--- config.mk ---
export PLATFORM = sky130hd
export DESIGN_NAME = qnigma_tcp_tx_usr_flat
export DESIGN_NICKNAME = d
export VERILOG_FILES = /design/src/rtl/qnigma_tcp_tx_usr_if.sv /design/src/rtl/qnigma_tcp_tx_usr.sv /design/src/flat_wrapper.sv
export SDC_FILE = /design/constraint.sdc
export NUM_CORES = 1
export LEC_CHECK = 0
export BUFFER_PORTS_ARGS = -buffer_cell sky130_fd_sc_hd__buf_2
export CAP_MARGIN = 20
export CORE_UTILIZATION = 55
export DETAILED_ROUTE_END_ITERATION = 12
export PLACE_DENSITY = 0.85
export SYNTH_ARGS = -nofsm -noshare
export SYNTH_HDL_FRONTEND = slang
export SYNTH_SLANG_ARGS = --single-unit
--- constraint.sdc ---
create_clock -name clk -period 6.4 [get_ports clk]
set_clock_uncertainty 0.05 [all_clocks]
set_input_delay 0.64 -clock clk [delete_from_list [all_inputs] [get_ports clk]]
set_output_delay 0.64 -clock clk [all_outputs]
set_load 0.05 [all_outputs]
--- src/rtl/qnigma_tcp_tx_usr_if.sv ---
// Stream bundle between the user byte source, the TX ingress FIFO and the TCP transmission controller.
interface qnigma_tcp_tx_usr_if #(
   parameter int D = 4
);
   logic [7:0] usr_dat;
   logic       usr_val;
   logic       usr_lst;
   logic       usr_rdy;
   logic       cts;
   logic [7:0] dat;
   logic       val;
   logic       frc;
   logic [D:0] lvl;

   modport slave (
      input  usr_dat, usr_val, usr_lst, cts,
      output usr_rdy, dat, val, frc, lvl
   );

   modport master (
      output usr_dat, usr_val, usr_lst, cts,
      input  usr_rdy, dat, val, frc, lvl
   );
endinterface

--- src/rtl/qnigma_tcp_tx_usr.sv ---
// User TX ingress: FWFT byte FIFO feeding the TCP controller, with force-packet on end-of-message.
// Optional idle-timeout force-packet enabled by macro QNIGMA_TCP_TX_USR_IDLE_FRC_EN.
module qnigma_tcp_tx_usr #(
   parameter int D        = 4,
   parameter int IDLE_TMO = 1000
) (
   input  logic                    clk,
   input  logic                    rst,
   input  logic                    flush,
   qnigma_tcp_tx_usr_if.slave      bus
);
   localparam int unsigned DEPTH = 2 ** D;

   logic [8:0]   mem_q [DEPTH];
   logic [D-1:0] wr_ptr_q, wr_ptr_d;
   logic [D-1:0] rd_ptr_q, rd_ptr_d;
   logic [D:0]   cnt_q, cnt_d;
   logic         frc_q, frc_d;
   logic         pending_q, pending_d;
   logic [8:0]   head;
   logic         push;
   logic         pop;
   logic         tmo;

   assign head        = mem_q[rd_ptr_q];
   assign bus.usr_rdy = (cnt_q != (D+1)'(DEPTH));
   assign bus.val     = (cnt_q != '0) && bus.cts;
   assign bus.dat     = (cnt_q != '0) ? head[7:0] : 8'h00;
   assign bus.lvl     = cnt_q;
   // A flush landing on a scheduled pulse kills it immediately.
   assign bus.frc     = frc_q && !flush;

   assign push = bus.usr_val && bus.usr_rdy;
   assign pop  = bus.val;

   // NOTE: storage carries no reset; pointers and count alone define which entries are live.
   always_ff @(posedge clk) begin
      if (push) begin
         mem_q[wr_ptr_q] <= {bus.usr_lst, bus.usr_dat};
      end
   end

`ifdef QNIGMA_TCP_TX_USR_IDLE_FRC_EN
   logic [15:0] idle_q, idle_d;

   // Fires on the cycle the counter steps onto IDLE_TMO-1, so frc lands IDLE_TMO cycles after the last pop.
   assign tmo = pending_q && !frc_q &&
                (({1'b0, idle_q} + 17'd1) >= 17'(IDLE_TMO - 1));

   always_comb begin
      idle_d = idle_q + 16'd1;
      if (flush || pop || frc_q || !pending_q || tmo) begin
         idle_d = '0;
      end
   end

   always_ff @(posedge clk) begin
      if (rst) begin
         idle_q <= '0;
      end else begin
         idle_q <= idle_d;
      end
   end
`else
   // Timeout compiled out; IDLE_TMO is inert in this build.
   assign tmo = (IDLE_TMO < 0);
`endif

   // NOTE: every next-state signal takes its hold value first so no path can infer a latch.
   always_comb begin
      wr_ptr_d  = wr_ptr_q;
      rd_ptr_d  = rd_ptr_q;
      cnt_d     = cnt_q;
      pending_d = pending_q;
      frc_d     = 1'b0;
      if (flush) begin
         wr_ptr_d  = '0;
         rd_ptr_d  = '0;
         cnt_d     = '0;
         pending_d = 1'b0;
      end else begin
         if (push) wr_ptr_d = wr_ptr_q + D'(1);
         if (pop)  rd_ptr_d = rd_ptr_q + D'(1);
         case ({push, pop})
            2'b10:   cnt_d = cnt_q + (D+1)'(1);
            2'b01:   cnt_d = cnt_q - (D+1)'(1);
            default: cnt_d = cnt_q;
         endcase
         // Data popped in the same cycle as a pulse belongs to the next packet.
         if (pop)        pending_d = 1'b1;
         else if (frc_q) pending_d = 1'b0;
         frc_d = (pop && head[8]) || tmo;
      end
   end

   // NOTE: state registers use non-blocking assignment so all flops update together at the edge.
   always_ff @(posedge clk) begin
      if (rst) begin
         wr_ptr_q  <= '0;
         rd_ptr_q  <= '0;
         cnt_q     <= '0;
         frc_q     <= 1'b0;
         pending_q <= 1'b0;
      end else begin
         wr_ptr_q  <= wr_ptr_d;
         rd_ptr_q  <= rd_ptr_d;
         cnt_q     <= cnt_d;
         frc_q     <= frc_d;
         pending_q <= pending_d;
      end
   end
endmodule
--- src/flat_wrapper.sv ---
// flat-port wrapper written by rule: the top's interface ports become plain ports
module qnigma_tcp_tx_usr_flat 
#(
   parameter int D        = 4,
   parameter int IDLE_TMO = 1000
)
  (clk, rst, flush, bus_usr_dat, bus_usr_val, bus_usr_lst, bus_cts, bus_usr_rdy, bus_dat, bus_val, bus_frc, bus_lvl);
  qnigma_tcp_tx_usr_if #(.D(D)) bus_i ();
  input  logic clk;
  input  logic rst;
  input  logic flush;
  input wire logic [$bits(bus_i.usr_dat)-1:0] bus_usr_dat;
  input wire logic [$bits(bus_i.usr_val)-1:0] bus_usr_val;
  input wire logic [$bits(bus_i.usr_lst)-1:0] bus_usr_lst;
  input wire logic [$bits(bus_i.cts)-1:0] bus_cts;
  output wire logic [$bits(bus_i.usr_rdy)-1:0] bus_usr_rdy;
  output wire logic [$bits(bus_i.dat)-1:0] bus_dat;
  output wire logic [$bits(bus_i.val)-1:0] bus_val;
  output wire logic [$bits(bus_i.frc)-1:0] bus_frc;
  output wire logic [$bits(bus_i.lvl)-1:0] bus_lvl;
  assign bus_i.usr_dat = bus_usr_dat;
  assign bus_i.usr_val = bus_usr_val;
  assign bus_i.usr_lst = bus_usr_lst;
  assign bus_i.cts = bus_cts;
  assign bus_usr_rdy = bus_i.usr_rdy;
  assign bus_dat = bus_i.dat;
  assign bus_val = bus_i.val;
  assign bus_frc = bus_i.frc;
  assign bus_lvl = bus_i.lvl;
  qnigma_tcp_tx_usr #(.D(D), .IDLE_TMO(IDLE_TMO)) u_core (.clk(clk), .rst(rst), .flush(flush), .bus(bus_i));
endmodule
---- After elaboration in Yosys (flattened, before gate mapping) ----
Memory sizes are Yosys's and may differ from the RTL's. A register that Yosys moved wholly into a read port is not among the register bits.
Cells that the tools add are included.
operators by class
  reduce and logical (&&, ||, !) cells .... 8
  multiplexer cells ....................... 6
  add/subtract/negate cells ............... 4
  eq/ne operators ......................... 3
operators by type and width
  kind                   count
  $pmux W5 S2            1
  $add A4 B1 Y4 const B  2
  $mux W4                2
  $mux W8                1
  $add A5 B1 Y5 const B  1
  $ne A5 B5 Y1 const B   1
  $reduce_bool A5 Y1     1
  $sub A5 B1 Y5 const B  1
  $logic_and A1 B1 Y1    4
  $eq A2 B1 Y1 const B   1
  $eq A2 B2 Y1 const B   1
  $mux W1                2
  $reduce_bool A2 Y1     1
  $reduce_or A2 Y1       1
  $logic_not A1 Y1       1
word-level totals
  output and inout bits ................... 16
  bits of input ports ..................... 14
  memories kept ........................... 1
  word-level logic and storage cells ...... 26
  register bits ........................... 14
  memory bits (writable) .................. 144
memory list
  memory        depth  width  rd ports  clocked after memory_dff  wr ports  line                     source
  u_core.mem_q  16     9      1         1                         1         qnigma_tcp_tx_usr.sv:14  logic [8:0] mem_q [DEPTH];

---- Depth between registers and ports, before layout ----
Gate-level depths: netlist of run 1.
  word-level depth ........................ 4
  gate-level depth with buffers ........... 12
  mapped depth without buffers ............ 10

---- Least setup slack after synthesis of run 1 ----
Ideal clock, no wire load.
  kind .................................... reg-to-reg
  start point ............................. register u_core.cnt_q[1], in the netlist u_core.bus.lvl[1]
  end point ............................... register u_core.cnt_q[2], in the netlist u_core.bus.lvl[2]
  library setup time ...................... 0.070 ns
  cell stages (with the launch flop) ...... 13
  data required time ...................... 6.280 ns
  data arrival time ....................... 3.028 ns
  path slack .............................. 3.252 ns
  cells stage by stage .................... dfxtp_1 > buf_2 > or4_4 > o21ai_4 > inv_2 > ha_1 > buf_2 > xor2_1 > ha_1 > a21o_1 > xnor2_1 > or3_1 > a21oi_1
on the way
  cells in the longest elaborated chain, start to end .. 4
ends and longest elaborated chain
  element                                            line                      source
  start: declaration                                 qnigma_tcp_tx_usr.sv:17   logic [D:0] cnt_q, cnt_d;
  start signal: assignment                           qnigma_tcp_tx_usr.sv:107  cnt_q <= cnt_d;
  $reduce_bool A5 Y1 (*)                             qnigma_tcp_tx_usr.sv:27   assign bus.val = (cnt_q != '0) && bus.cts;
  $logic_and A1 B1 Y1 (*)                            qnigma_tcp_tx_usr.sv:27
  named net bus_val                                  flat_wrapper.sv:18        output wire logic [$bits(bus_i.val)-1:0] bus_val;
  $eq A2 B1 Y1 or $eq A2 B2 Y1 (tied branches)       qnigma_tcp_tx_usr.sv:84   case ({push, pop})
  $pmux W5 S2 or $reduce_bool A2 Y1 (tied branches)  --
Mark *: on every way through the listed nets, which the timed path passes. The rest lies on a longest branch.
A chain may end at the register's enable or synchronous reset.

==> flow_summary.yaml, run 1 <==
timing:
  fmaxAchievable_ghz: 0.310
  slew_violations: 0
  tightest_slew_ns: 1.11
  setup_tns_ns: 0
  rsz0062_at_grt: "no"
  setup_viol: 0
  slew_headroom: 0.259
  finalCritPeriodShare: 0.504
  hold_viol: 0
  fin_crit_ns: 3.23
detailed_routing:
  via_count: 3496
  drt_wl_total_mm: 13.4
  dr.pass1.iters: 9
  drcViolationCount: 6
  ant_nets: 0
  drtIter0Drc: 333
  wl_per_cell_um: 24.5
  via_per_inst: 6.36
floorplanning:
  die-area_um2: 12300
  core_area_um2: 11500
  initial_utilization: 0.567
  die_h_um: 111
  num_rows: 39
  die_w_um: 111
  pin_count: 30
yosys:
  syn_inst: 352
  ys_async_sr_fraction: 0
  ys_seq_area_frac: 0.717
  synth-main-ff-cell: "edfxtp_1"
  ys_types: 47
  syn_area_um2: 6540
  yosys-top-cells-area: "edfxtp_1 66%, mux4_2 12%, dfxtp_1 5.5%"
  ys_top_cells_by_count: "144 x edfxtp_1, 34 x mux4_2, 24 x nor2_1"
  yosysTopAreaCell: "edfxtp_1"
  yosys.area.top_type_share: 0.662
  synth_edf_count: 144
  synth-seq-cells: 162
  yosysMostFrequentCell: "edfxtp_1"
  synth_fp_nets: 375
  syn_area_per_cell_um2: 18.6
  yosysWarnings: 0
setup_path:
  r2r_slack_ns: 3.36
  endpoint_kind: "output port"
  r2r-end: "u_core.bus.lvl[2]"
  rr_worst_depth: 10
  cp_num_buf_inv: 1
  crit_end: "bus_dat[1]"
  required_ns: 5.71
  critPathMaxFanout: 26
  critPathArrivalTime_ns: 2.54
  critPathLaunchType: "register"
  crit_type: "reg2out"
  cp_num_cells: 4
  r2r-start: "u_core.bus.lvl[1]"
  crit_slowest_cell: "dfxtp_2"
  crit_chain: "mux4_2, mux2i_1, o22ai_1, buf_2"
  slowest_delay_ns: 0.92
  critPathTopFamily: "flip-flops"
cts:
  path_clk_slew_ns: 0.06
  cts_root_buf: "clkbuf_16"
  ctsResizeCount: 0
  cts_setup_buffers: 0
  ctsHtreeMaxLevel: 4
  cts_hold_buf: 0
  tritoncts: "built"
  clk_path_buf_depth: 2
  cts_buffers: 17
  cts.sinks: 162
  worstSkewPairLatency_ns: 0.42
global_routing:
  grt_use_met3: 0.0601
  grt_usage: 0.230
  grt_use_met1: 0.312
  grtUsageMet2: 0.361
  grt_pass1_wl_mm: 20.2
  grt_pass1_vias: 3474
  grt-ovfl-total: 0
  antenna_found_initial: 0
  grt_max_degree: 37
  grt-busiest-layer: "met2"
place:
  dp_hpwl_mm: 7.81
  dpl_cell_area_um2: 6810
  gp_congestion: 0.791
  portBuffers: 29
cells_and_area:
  drive_above_1_share: 0.285
  nNetsFinal: 417
  multi_input_area_um2: 1730
  insertedDiodeCount: 0
  design_area_um2: 7500
  areaGrowthSynthToFinish_pct: 14.8
  fillers: 747
  regArea_um2: 4690
power:
  powerDensity_nw_per_um2: 307
  power_w: 0.00230
  peakVddDrop_mv: 0.208
  leakagePower_nw: 2.47
outcome:
  status: "finished, violations left"
  violations: "design-rule violations"
worst_hold_path:
  hold_class: "reg2reg"
run:
  drv_cap: 0
[kinds of logic after synthesis]
group	after synthesis	share of synthesized area
compound gates	31	0.0366
xor+xnor	8	0.0107
fa+ha+maj	9	0.0172
buf+inv	25	0.0186
flops	162	0.717
mux	56	0.151
simple gates	61	0.0486
[through the flow]
stage	util	std cells	hold WS, ns	setup WS, ns
floorplan	-	352	0.409	3.25
global placement	0.591	510	0.427	3.50
CTS	0.644	543	0.483	2.99
detailed placement	0.591	511	0.457	3.40
finish	0.651	550	0.470	3.17
global route	0.651	550	0.509	2.99
[state kept, by name (all words and copies together), names as in the netlist, named ones only]
name and cells:
u_core.mem_q 144, u_core.rd_ptr_q 4, u_core.bus.lvl 5, u_core.wr_ptr_q 4, u_core.frc_q 1
[cell usage in the layout, fill, tap and decap left out, types with 7 or more instances in the layout]
cell type	count
mux2i_1	19
nor2_1	24
o22ai_1	9
mux4_2	34
edfxtp_1	144
ha_1	9
clkbuf_16	17
nand2_1	7
dfxtp_1	16
buf_2	29
[worst min-delay path by stage]
stage	cells past startpoint	slack (ns)	end	start
final	2	0.47	u_core.rd_ptr_q[3]	u_core.rd_ptr_q[3]
after floorplan	2	0.41	register	u_core.rd_ptr_q[3]
after detailed placement	2	0.46	u_core.rd_ptr_q[3]	u_core.rd_ptr_q[3]
after global placement	2	0.43	u_core.rd_ptr_q[3]	u_core.rd_ptr_q[3]
after CTS	2	0.48	u_core.rd_ptr_q[3]	u_core.rd_ptr_q[3]
after global routing	3	0.51	u_core.frc_q	bus_cts
[layer usage]
layer | up-vias | share of wire
li1 | 1503 | -
met1 | 1807 | 0.41
met2 | 171 | 0.50
met3 | 15 | 0.072
met4 | 0 | 0.012
met5 | - | 0
[layout make-up]
cell class,count,area share
Clock buffer,17,0.0567
Clock inverter,15,0.0239
Inverter,6,0.00300
Multi-Input combinational cell,165,0.231
Sequential cell,162,0.625
Tap cell,143,0.0239
Timing Repair Buffer,42,0.0370
[power by group]
part / switching (W) / internal [W] / total [W]
registers: 0.00000774 / 0.00116 / 0.00117
clock network: 0.000420 / 0.000619 / 0.00104
logic: 0.0000665 / 0.0000299 / 0.0000963
total: 0.000494 / 0.00181 / 0.00230
[tightest hold or removal path, cell delays in order (launching register included)]
cell      delay (ns)
dfxtp_1         0.31
o211ai_1        0.08
nand2_1         0.08
Note: power is estimated with default switching activity, not from simulation.
==> inputs of run 2 (changes only) <==
--- a/config.mk
+++ b/config.mk
@@ -9,7 +9,7 @@
 export CAP_MARGIN = 20
 export CORE_UTILIZATION = 55
 export DETAILED_ROUTE_END_ITERATION = 12
-export PLACE_DENSITY = 0.85
+export PLACE_DENSITY = 0.87
 export SYNTH_ARGS = -nofsm -noshare
 export SYNTH_HDL_FRONTEND = slang
 export SYNTH_SLANG_ARGS = --single-unit
==> constraint.sdc (replaced) <==
create_clock -name clk -period 2.6 [get_ports clk]
set_clock_uncertainty 0.05 [all_clocks]
set_input_delay 0.26 -clock clk [delete_from_list [all_inputs] [get_ports clk]]
set_output_delay 0.26 -clock clk [all_outputs]
set_load 0.05 [all_outputs]
==> run 2 against run 1 <==
Against the previous run:
- the run ends with design-rule violations, negative setup slack left
- sequential cell count unchanged
- hold slack worse by 0.32 ns
- first-iteration DRC count down 4.5%
- clock power up 140%
- setup slack worse by 3.2 ns
- sequential power up 140%
- critical path type is now reg2reg
- critical endpoint is now u_core.bus.lvl[2]
- largest cell class unchanged
- highest routed layer unchanged
==> flow_summary.yaml, run 2 (synthesis gave the netlist of run 1 again) <==
outcome:
  violations: "design-rule violations, negative setup slack"
  status: "finished, violations left"
global_routing:
  antenna_found_initial: 0
  grt_max_degree: 37
  grt_pass1_wl_mm: 19.3
  grt-ovfl-total: 0
  grt_pass1_vias: 3517
  grt_usage: 0.220
cts:
  cts.sinks: 162
  clk_path_buf_depth: 2
  cts_hold_buf: 0
  cts_buffers: 17
  cts_root_buf: "clkbuf_16"
  ctsHtreeMaxLevel: 4
  tritoncts: "built"
  worstSkewPairLatency_ns: 0.42
  path_clk_slew_ns: 0.06
detailed_routing:
  drcViolationCount: 4
  ant_nets: 0
  drtIter0Drc: 318
  via_count: 3449
  dr.pass1.iters: 8
  via_per_inst: 6.16
  wl_per_cell_um: 22.7
  drt_wl_total_mm: 12.7
place:
  dp_cells: 520
  dp_hpwl_mm: 7.65
  dpl_cell_area_um2: 6940
  gp_congestion: 0.797
  portBuffers: 29
timing:
  tightest_slew_ns: 1.06
  fin_ws_ns: -0.0400
  whs_ns: 0.151
  slew_violations: 0
  fin_crit_ns: 2.64
  setup_viol: 2
  hold_viol: 0
  fmaxAchievable_ghz: 0.379
  slew_headroom: 0.294
  rsz0062_at_grt: "yes"
  finalCritPeriodShare: 1.02
cells_and_area:
  largest-register: "u_core.mem_q"
  final_common_cell: "edfxtp_1"
  insertedDiodeCount: 0
  drive_above_1_share: 0.321
  fillers: 739
  largest_register_ffs: 144
  nNetsFinal: 427
  utilization: 0.660
  stdcell_count: 560
  design_area_um2: 7600
  areaGrowthSynthToFinish_pct: 16.4
  layout_common_cells: "144 x edfxtp_1, 34 x mux4_2, 29 x buf_2"
power:
  power_frac_seq: 0.509
  combPwrFrac: 0.047
  p_sw_frac: 0.210
  clkPwrFrac: 0.444
  p_sw_w: 0.00118
  peakVddDrop_mv: 0.415
  leakagePower_nw: 2.51
  powerDensity_nw_per_um2: 740
  p_int_w: 0.00444
setup_path:
  critPathArrivalTime_ns: 2.94
  endpoint_kind: "register"
  critPathLaunchType: "register"
  critPathMaxFanout: 9
  required_ns: 2.90
  crit_type: "reg2reg"
floorplanning:
  num_rows: 39
  core_area_um2: 11500
  die-area_um2: 12300
  pin_count: 30
  die_w_um: 111
  initial_utilization: 0.567
  die_h_um: 111
run:
  drv_cap: 0
worst_hold_path:
  hold_class: "in2reg"
==> run 2: cell count changes in the layout (fill, tap and decap cells not counted), moves of 2 or more <==
cell      change
buf_12        +2
buf_4        +14
buf_6         -6
clkinv_2      +2
clkinv_4      +2
dfxtp_1       -4
dfxtp_4       +3
ha_1          -3
ha_2          +2
inv_6         -3
==> run 2: per-layer routing <==
metal | wire (um) | vias to the layer above | share of wire | track usage
li1 | - | 1516 | - | -
met2 | 6770 | 115 | 0.53 | 0.371
met3 | 675 | 28 | 0.053 | 0.0618
met1 | 5010 | 1790 | 0.39 | 0.264
met4 | 290 | 0 | 0.023 | 0.100
met5 | 0 | - | 0 | 0
==> run 2: through the flow <==
step	setup WS [ns]	setup TNS, ns	total power [W]
floorplan	-0.272	-0.457	0.00308
global placement	0.0885	0	0.00316
detailed placement	0.0137	0	0.00317
CTS	0.0109	0	0.00565
global route	-0.118	-0.205	0.00578
finish	-0.0400	-0.0662	0.00563
==> run 2: cell type report <==
| class | count | area, um^2 | share of cell area |
|---|---|---|---|
| Clock buffer | 18 | 429 | 0.0564 |
| Clock inverter | 14 | 164 | 0.0216 |
| Inverter | 6 | 27.5 | 0.00362 |
| Multi-Input combinational cell | 165 | 1750 | 0.230 |
| Sequential cell | 162 | 4700 | 0.618 |
| Tap cell | 143 | 179 | 0.0235 |
| Timing Repair Buffer | 52 | 355 | 0.0467 |
==> run 2: worst max-delay path, stage by stage, from the launching register on <==
cell	delay, ns
dfxtp_4	0.37
or4_4	0.57
o21ai_4	0.23
inv_6	0.05
ha_4	0.19
xor2_1	0.16
ha_2	0.19
a21o_1	0.17
xnor2_1	0.14
or3_1	0.32
a21oi_2	0.12
==> run 2: worst paths after layout <==
check | startpoint | end | slack, ns | cells after the start
max | u_core.bus.lvl[1] | u_core.bus.lvl[2] | -0.04 | 10
min | bus_usr_dat[0] | u_core.mem_q[7][0] | 0.15 | 1
min reg2reg | u_core.rd_ptr_q[3] | register | 0.47 | 2
max reg2reg | u_core.bus.lvl[1] | u_core.bus.lvl[2] | -0.04 | 10
==> run 2: repair_timing <==
action                                  in CTS  in global routing
pin swaps                                    1                  4
gates cloned                                 0                  0
buffers inserted                             0                  8
endpoints found under the setup margin       9                  6
resized for setup                            1                  2
==> run 2: power groups by stage <==
stage	clock network, W	registers [W]	logic [W]
finish	0.00250	0.00286	0.000264
global route	0.00263	0.00286	0.000282
global placement	0	0.00292	0.000243
detailed placement	0	0.00292	0.000252
floorplan	0	0.00292	0.000157
CTS	0.00253	0.00286	0.000253
==> inputs of run 3 (changes only) <==
--- a/config.mk
+++ b/config.mk
@@ -9,7 +9,7 @@
 export CAP_MARGIN = 20
 export CORE_UTILIZATION = 55
 export DETAILED_ROUTE_END_ITERATION = 12
-export PLACE_DENSITY = 0.87
+export PLACE_DENSITY_LB_ADDON = 0.3
 export SYNTH_ARGS = -nofsm -noshare
 export SYNTH_HDL_FRONTEND = slang
 export SYNTH_SLANG_ARGS = --single-unit
==> constraint.sdc (replaced) <==
create_clock -name clk -period 3.45 [get_ports clk]
set_clock_uncertainty 0.05 [all_clocks]
set_input_delay 0.345 -clock clk [delete_from_list [all_inputs] [get_ports clk]]
set_output_delay 0.345 -clock clk [all_outputs]
set_load 0.05 [all_outputs]
==> run 3 against run 2 <==
Against the previous run:
- the run ends with design-rule violations left
- count of clock-buffer cells in the layout is the same
- sequential share of layout area grew 0.54 points
- die area is the same
- hold slack gained 0.066 ns
- sequential cell count is the same
- combinational power shrank 30%
- sequential power shrank 24%
- maximum frequency shrank 10%
- total power shrank 25%
- non-clock buffer count shrank 4
- highest routed layer unchanged
==> flow_summary.yaml, run 3 (synthesis gave the netlist of run 1 again) <==
cells_and_area:
  stdcell_count: 555
  largest_register_ffs: 144
  drive_above_1_share: 0.294
  nNetsFinal: 423
  final_common_cell: "edfxtp_1"
  fillers: 784
  areaGrowthSynthToFinish_pct: 15.0
  design_area_um2: 7520
  layout_common_cells: "144 x edfxtp_1, 34 x mux4_2, 29 x buf_2"
  largest-register: "u_core.mem_q"
  insertedDiodeCount: 0
detailed_routing:
  via_per_inst: 6.19
  via_count: 3437
  drtIter0Drc: 345
  drcViolationCount: 4
  drt_wl_total_mm: 13.1
  wl_per_cell_um: 23.6
  ant_nets: 0
  dr.pass1.iters: 9
setup_path:
  critPathTopFamily: "simple AND/OR/NAND/NOR gates"
  slowest_delay_ns: 0.54
  required_ns: 3.74
  rr_worst_depth: 10
  critPathLaunchType: "register"
  crit_slowest_cell: "nor4_1"
  r2r_slack_ns: 0.51
  r2r-end: "u_core.bus.lvl[2]"
  startpoint: "u_core.bus.lvl[0]"
  r2r-start: "u_core.bus.lvl[0]"
  critPathMaxFanout: 9
  path_common_cell: "ha_1"
  crit_type: "reg2reg"
  crit_chain: "nor4_1, a21boi_1, inv_1, ha_1, xor2_1, ha_1, a21o_1, xnor2_1, or3_1, a21oi_1"
  endpoint_kind: "register"
  cp_num_buf_inv: 1
  critPathArrivalTime_ns: 3.23
cts:
  cts_buffers: 17
  cts_setup_buffers: 0
  tritoncts: "built"
  worstSkewPairLatency_ns: 0.41
  cts_hold_buf: 0
  ctsHtreeMaxLevel: 4
  cts_root_buf: "clkbuf_16"
  ctsResizeCount: 0
  cts.sinks: 162
  path_clk_slew_ns: 0.06
  clk_path_buf_depth: 2
floorplanning:
  num_rows: 39
  core_area_um2: 11500
  die_h_um: 111
  pin_count: 30
  die_w_um: 111
  die-area_um2: 12300
  initial_utilization: 0.567
timing:
  fin_crit_ns: 2.94
  finalCritPeriodShare: 0.851
  tightest_slew_ns: 0.648
  fmaxAchievable_ghz: 0.341
  setup_viol: 0
  slew_headroom: 0.567
  whs_ns: 0.216
  setup_tns_ns: 0
  slew_violations: 0
  rsz0062_at_grt: "no"
  hold_viol: 0
outcome:
  violations: "design-rule violations"
  status: "finished, violations left"
worst_hold_path:
  hold-path-endpoint: "u_core.frc_q"
  hold_path.startpoint: "bus_cts"
  hold_class: "in2reg"
  holdPathStages: 3
global_routing:
  grt_use_met3: 0.0498
  antenna_found_initial: 0
  grt-busiest-layer: "met2"
  grtUsageMet2: 0.374
  grt_max_degree: 32
  grt_usage: 0.232
  grt_pass1_vias: 3460
  grt-ovfl-total: 0
  grt_use_met1: 0.314
  grt_pass1_wl_mm: 20.3
place:
  dp_cells: 523
  gp_congestion: 0.814
  portBuffers: 29
  dpl_cell_area_um2: 6910
  dp_hpwl_mm: 8.00
power:
  peakVddDrop_mv: 0.332
  powerDensity_nw_per_um2: 565
  leakagePower_nw: 2.50
  power_w: 0.00424
run:
  drv_cap: 0
-- run 3: how the worst max path moves through the flow --
| stage | end | slack [ns] | depth (start not counted) |
|---|---|---|---|
| after floorplan | u_core.bus.lvl[2] | 0.30 | 12 |
| after global placement | u_core.bus.lvl[2] | 0.65 | 10 |
| after detailed placement | u_core.bus.lvl[2] | 0.60 | 10 |
| after CTS | u_core.bus.lvl[2] | 0.54 | 10 |
| after global routing | u_core.bus.lvl[2] | 0.30 | 10 |
| final | u_core.bus.lvl[2] | 0.51 | 10 |
-- run 3: per-stage QoR --
step                setup slack [ns]  utilization
finish                         0.514        0.653
global route                   0.303        0.653
CTS                            0.536        0.652
detailed placement             0.601        0.600
global placement               0.652        0.600
floorplan                      0.302            -
-- run 3: routing by layer --
layer,wire length [um],vias to the layer above,share of wire
met5,0,-,0
met1,5550,1773,0.42
met4,216,0,0.016
met3,816,17,0.062
li1,-,1518,-
met2,6530,129,0.50
-- run 3: worst register-to-register path, cell delays in order (launching register included) --
cell      delay, ns
dfxtp_1        0.37
nor4_1         0.54
a21boi_1       0.29
inv_1          0.15
ha_1           0.36
xor2_1         0.12
ha_1           0.22
a21o_1         0.17
xnor2_1        0.14
or3_1          0.31
a21oi_1        0.13
-- run 3: power breakdown --
group          switching [W]  total (W)  internal [W]
clock               0.000709    0.00190       0.00119
sequential        0.00000863    0.00216       0.00215
combinational       0.000129   0.000185     0.0000557
total               0.000846    0.00424       0.00340
-- run 3: area by class of cell --
cell class,count,area (um^2),area share
Sequential cell,162,4690,0.623
Multi-Input combinational cell,165,1730,0.230
Clock buffer,18,429,0.0571
Timing Repair Buffer,48,304,0.0404
Tap cell,143,179,0.0238
Clock inverter,13,168,0.0223
Inverter,6,22.5,0.00300
